File: config.mk
export PLATFORM = sky130hd
export DESIGN_NAME = mem_arbiter
export DESIGN_NICKNAME = d
export VERILOG_FILES = /design/src/rtl/mem_arbiter.sv
export SDC_FILE = /design/constraint.sdc
export NUM_CORES = 1
export LEC_CHECK = 0
export ABC_CLOCK_PERIOD_IN_PS = 2100
export CORE_ASPECT_RATIO = 1.2
export CORE_MARGIN = 2
export CORE_UTILIZATION = 30
export CTS_BUF_LIST = sky130_fd_sc_hd__clkbuf_4 sky130_fd_sc_hd__clkbuf_8
export DETAILED_ROUTE_END_ITERATION = 10
export PLACE_DENSITY = 0.83
export SLEW_MARGIN = 40
export SYNTH_ARGS = -nofsm -noshare
export SYNTH_HDL_FRONTEND = slang
export SYNTH_SLANG_ARGS = --single-unit
File: constraint.sdc
create_clock -name clk -period 2.1 [get_ports clk]
set_input_delay 0.21 -clock clk [delete_from_list [all_inputs] [get_ports clk]]
set_output_delay 0.21 -clock clk [all_outputs]
set_load 0.01 [all_outputs]
File: src/rtl/mem_arbiter.sv
// mem_arbiter: shares one downstream memory port between instruction fetch and data access.
// One transaction is outstanding at a time, and requesters alternate when both are pending.
module mem_arbiter #(
  parameter int XLEN = 32
) (
  input  logic              clk,
  input  logic              reset_n,
  input  logic              i_re,
  input  logic [XLEN/8-1:0] i_sel,
  input  logic [XLEN-1:0]   i_addr,
  input  logic              i_abort,
  output logic              i_ack,
  output logic [31:0]       i_instr,
  input  logic              d_re,
  input  logic              d_we,
  input  logic [XLEN/8-1:0] d_sel,
  input  logic [XLEN-1:0]   d_addr,
  input  logic [XLEN-1:0]   d_data_w,
  output logic              d_ack,
  output logic [XLEN-1:0]   d_data_r,
  output logic              mem_re,
  output logic              mem_we,
  output logic [XLEN/8-1:0] mem_sel,
  output logic [XLEN-1:0]   mem_addr,
  output logic [XLEN-1:0]   mem_data_w,
  input  logic [XLEN-1:0]   mem_data_r,
  input  logic              mem_ack
);
  typedef enum logic [1:0] {IDLE, BUSY_I, BUSY_D, DRAIN} state_t;
  state_t r_state;
  logic   r_last_d;
  logic   w_d_req, w_i_req, w_i_done, w_d_done, w_grant_d, w_grant_i;
  assign w_d_req  = d_re | d_we;
  assign w_i_req  = i_re & ~i_abort;
  assign w_i_done = mem_ack & (r_state == BUSY_I || r_state == DRAIN);
  assign w_d_done = mem_ack & (r_state == BUSY_D);
  // A completing requester only ever hands over to the other one, never to itself.
  assign w_grant_d = (r_state == IDLE) ? w_d_req & ~(r_last_d & w_i_req) : w_i_done & w_d_req;
  assign w_grant_i = (r_state == IDLE) ? w_i_req & ~w_grant_d : w_d_done & w_i_req;
  assign i_ack    = (r_state == BUSY_I) & mem_ack & ~i_abort;
  assign d_ack    = w_d_done;
  assign i_instr  = mem_data_r[31:0];
  assign d_data_r = mem_data_r;
  always_ff @(posedge clk or negedge reset_n) begin
    if (!reset_n) begin
      r_state    <= IDLE;
      r_last_d   <= 1'b0;
      mem_re     <= 1'b0;
      mem_we     <= 1'b0;
      mem_sel    <= '0;
      mem_addr   <= '0;
      mem_data_w <= '0;
    end else begin
      if (w_grant_d) begin
        r_state    <= BUSY_D;
        mem_re     <= d_re;
        mem_we     <= d_we;
        mem_sel    <= d_sel;
        mem_addr   <= d_addr;
        mem_data_w <= d_data_w;
      end else if (w_grant_i) begin
        r_state  <= BUSY_I;
        mem_re   <= 1'b1;
        mem_we   <= 1'b0;
        mem_sel  <= i_sel;
        mem_addr <= i_addr;
      end else if (w_i_done | w_d_done) begin
        r_state <= IDLE;
        mem_re  <= 1'b0;
        mem_we  <= 1'b0;
      end else if (r_state == BUSY_I && i_abort) begin
        r_state <= DRAIN;
      end
      if (w_i_done | w_d_done) r_last_d <= w_d_done;
    end
  end
endmodule

==> impl_metrics.yaml <==
worst_setup_path:
  cp-start-kind: "primary input"
  critPathArrivalTime_ns: 1.71
  required_ns: 1.89
  path_max_fanout: 6
  end_kind: "output port"
  r2r_slack_ns: 0.21
  r2r-end: "mem_addr[6]"
  rr_startpoint: "r_last_d"
  reg2reg_depth: 5
  crit_type: "in -> out"
cts:
  cts_buffers: 9
  post_cts_buffers: 0
  cts_buffer_depth: 2
  cts_num_sinks: 73
  clkLatencyLatePin_ns: 0.35
  cts_tree: "yes"
  cts-htree-levels: 3
  clockRootBuffer: "clkbuf_8"
power_and_ir_drop:
  p_clk_frac: 0.164
  ir_drop_mv: 0.910
  swShare: 0.303
  pwr_density_cell_nw_per_um2: 1390
  power_leakage_nw: 2.21
  p_seq_frac: 0.331
  power.internal_mw: 5.33
  pwr-share-comb: 0.505
  switchingPower_mw: 2.32
place:
  routabilityCongestion: 0.744
  io_buffers: 182
  pre_cts_slack_ns: -0.129
  placed_area_um2: 5280
  dp_hpwl_mm: 8.62
die:
  die_w_um: 106
  dieArea_um2: 13300
  pin_count: 279
  fp.dieH_um: 126
  start_util: 0.307
  core.rowCount: 44
  coreArea_um2: 12100
cells_and_area:
  regArea_um2: 1830
  nets: 545
  drive_gt1_frac: 0.278
  syn2layout_area_growth_pct: 48.3
  antenna_cells: 0
  fin_area_um2: 5510
  final_common_cell: "clkdlybuf4s50_1"
  fillers: 1095
  layout_common_cells: "clkdlybuf4s50_1, mux2_2, dfrtp_1, mux2_1, clkbuf_8"
  multi_input_area_um2: 1320
  final_util: 0.455
global_routing:
  antenna_found_initial: 2
  grt_pass1_vias: 2888
  overflow: 0
  grt_use_total: 0.163
  grt_first_pass_wirelength_mm: 16.2
  grt_max_degree: 74
sta:
  rsz0062_at_grt: "false"
  layout_min_cycle_time_ns: 1.92
  worstMarginPinSlew_ns: 0.678
  slew_headroom: 0.548
  fin_ws_ns: 0.181
  fmaxAchievable_mhz: 521
  fin_crit_sh: 0.914
  setup_viol: 0
  skew_ns: 0.0108
  final_max_slew_viol_count: 0
  final_hold_viol_count: 0
logic_synthesis:
  synth_cell_type_count: 24
  ys_warn_count: 0
  syn_nets: 422
  postSynthAreaPerCell_um2: 13.3
  synth_area_um2: 3720
  synth-seq-cells: 73
  netlist_instances: 279
  seq_area_frac_synth: 0.491
routing:
  detail-route-antenna-nets: 0
  vias_per_cell: 4.48
  wire_per_inst_um: 19.0
  post-route-drc-count: 0
  drt_iter0_drc: 65
  wl_mm: 10.8
  drt_pass1_iterations: 4
  via_count: 2544
min_path:
  hold_depth: 0
  min_from: "mem_data_r[8]"
  hold_path_class: "in -> out"
  worst_hold_path.endpoint: "d_data_r[8]"
job:
  maxCapViolations: 0
outcome:
  outcome: "complete, no violations"
-- area by class of cell --
cell class,count,area share
well taps,161,0.0365
repair buffers,190,0.351
flip-flops and latches,73,0.331
inverters,1,0.000681
clock inverters,5,0.0157
multi-input cells,127,0.240
clock buffers,11,0.0252
-- through the flow --
stage / TNS (ns) / instances / hold WS (ns) / power [mW]
floorplan: 0 / 279 / -0.0856 / 4.51
global placement: -0.926 / 551 / 0.406 / 6.32
detailed placement: -6.51 / 551 / 0.281 / 6.46
CTS: 0 / 568 / 0.420 / 7.77
global route: 0 / 568 / 0.420 / 8.11
finish: 0 / 568 / 0.420 / 7.65
-- flip-flops by register name, indices dropped and copies added, names as in the netlist --
name	count
mem_addr	32
mem_data_w	32
mem_re	1
mem_we	1
r_last_d	1
r_state	2
mem_sel	4
-- cell usage after synthesis --
| library cell | instances | area [µm²] |
|---|---|---|
| a21oi_1 | 3 | 15.0 |
| mux2_1 | 18 | 203 |
| dfrtp_1 | 73 | 1830 |
| and2_1 | 1 | 6.26 |
| mux2_2 | 86 | 968 |
| a21o_1 | 1 | 7.51 |
| nand2b_1 | 1 | 6.26 |
| o21ai_0 | 2 | 10.0 |
| nor2_1 | 2 | 7.51 |
| o21bai_1 | 2 | 15.0 |
| buf_2 | 7 | 35.0 |
| o21a_1 | 1 | 7.51 |
| nand2_1 | 3 | 11.3 |
| buf_4 | 65 | 488 |
| a211oi_1 | 1 | 7.51 |
| a21boi_0 | 1 | 7.51 |
| inv_2 | 1 | 3.75 |
| nor3_1 | 1 | 5.00 |
| o31ai_1 | 1 | 7.51 |
| buf_6 | 4 | 45.0 |
| clkbuf_1 | 2 | 7.51 |
| a41o_1 | 1 | 10.0 |
| a211o_1 | 1 | 8.76 |
| and3b_1 | 1 | 8.76 |
-- worst max-delay path by stage --
stage | startpoint | to | slack [ns] | cells after the start
detailed placement | i_abort | mem_addr[8] | -0.13 | 6
global placement | i_abort | mem_addr[26] | -0.03 | 6
global route | r_state[0] | i_ack | 0.08 | 3
floorplan | r_state[0] | mem_addr[0] | 0.24 | 7
finish | mem_ack | i_ack | 0.18 | 5
CTS | mem_ack | i_ack | 0.17 | 5
-- per-layer routing --
layer	share of wire	GRT usage	wire (µm)
met5	0.0023	0	25
met4	0.024	0.0619	258
met3	0.15	0.107	1640
met2	0.53	0.298	5720
met1	0.29	0.138	3170
-- power groups by stage --
stage          Combinational (mW)  Sequential, mW  Clock, mW
4_1_cts                      3.92            2.54       1.30
3_5_place_dp                 3.90            2.56          0
6_report                     3.86            2.53       1.25
5_1_grt                      4.12            2.62       1.37
3_3_place_gp                 3.80            2.52          0
2_1_floorplan                1.69            2.82          0
-- repair_timing --
item / 4_1_cts / 5_1_grt
hold endpoints to repair: 73 / 0
endpoints found under the setup margin: 0 / 0
gates resized for setup: 0 / 0
hold buffers: 1 / 0
-- worst max-delay path: stages --
cell and delay (ns):
clkdlybuf4s50_1 0.52, buf_4 0.16, nand2_1 0.08, nor3_1 0.16, clkdlybuf4s50_1 0.58
-- cell families (layout without fill, tap and decap cells) --
family	count (synthesis)	count (layout)	synth area share
and+or+nand+nor	9	9	0.0121
AOI/OAI and AO/OA	14	14	0.0259
buffers and inverters	79	207	0.156
DFF	73	73	0.491
muxes	104	104	0.315
Power figures use the tool's default switching activity.
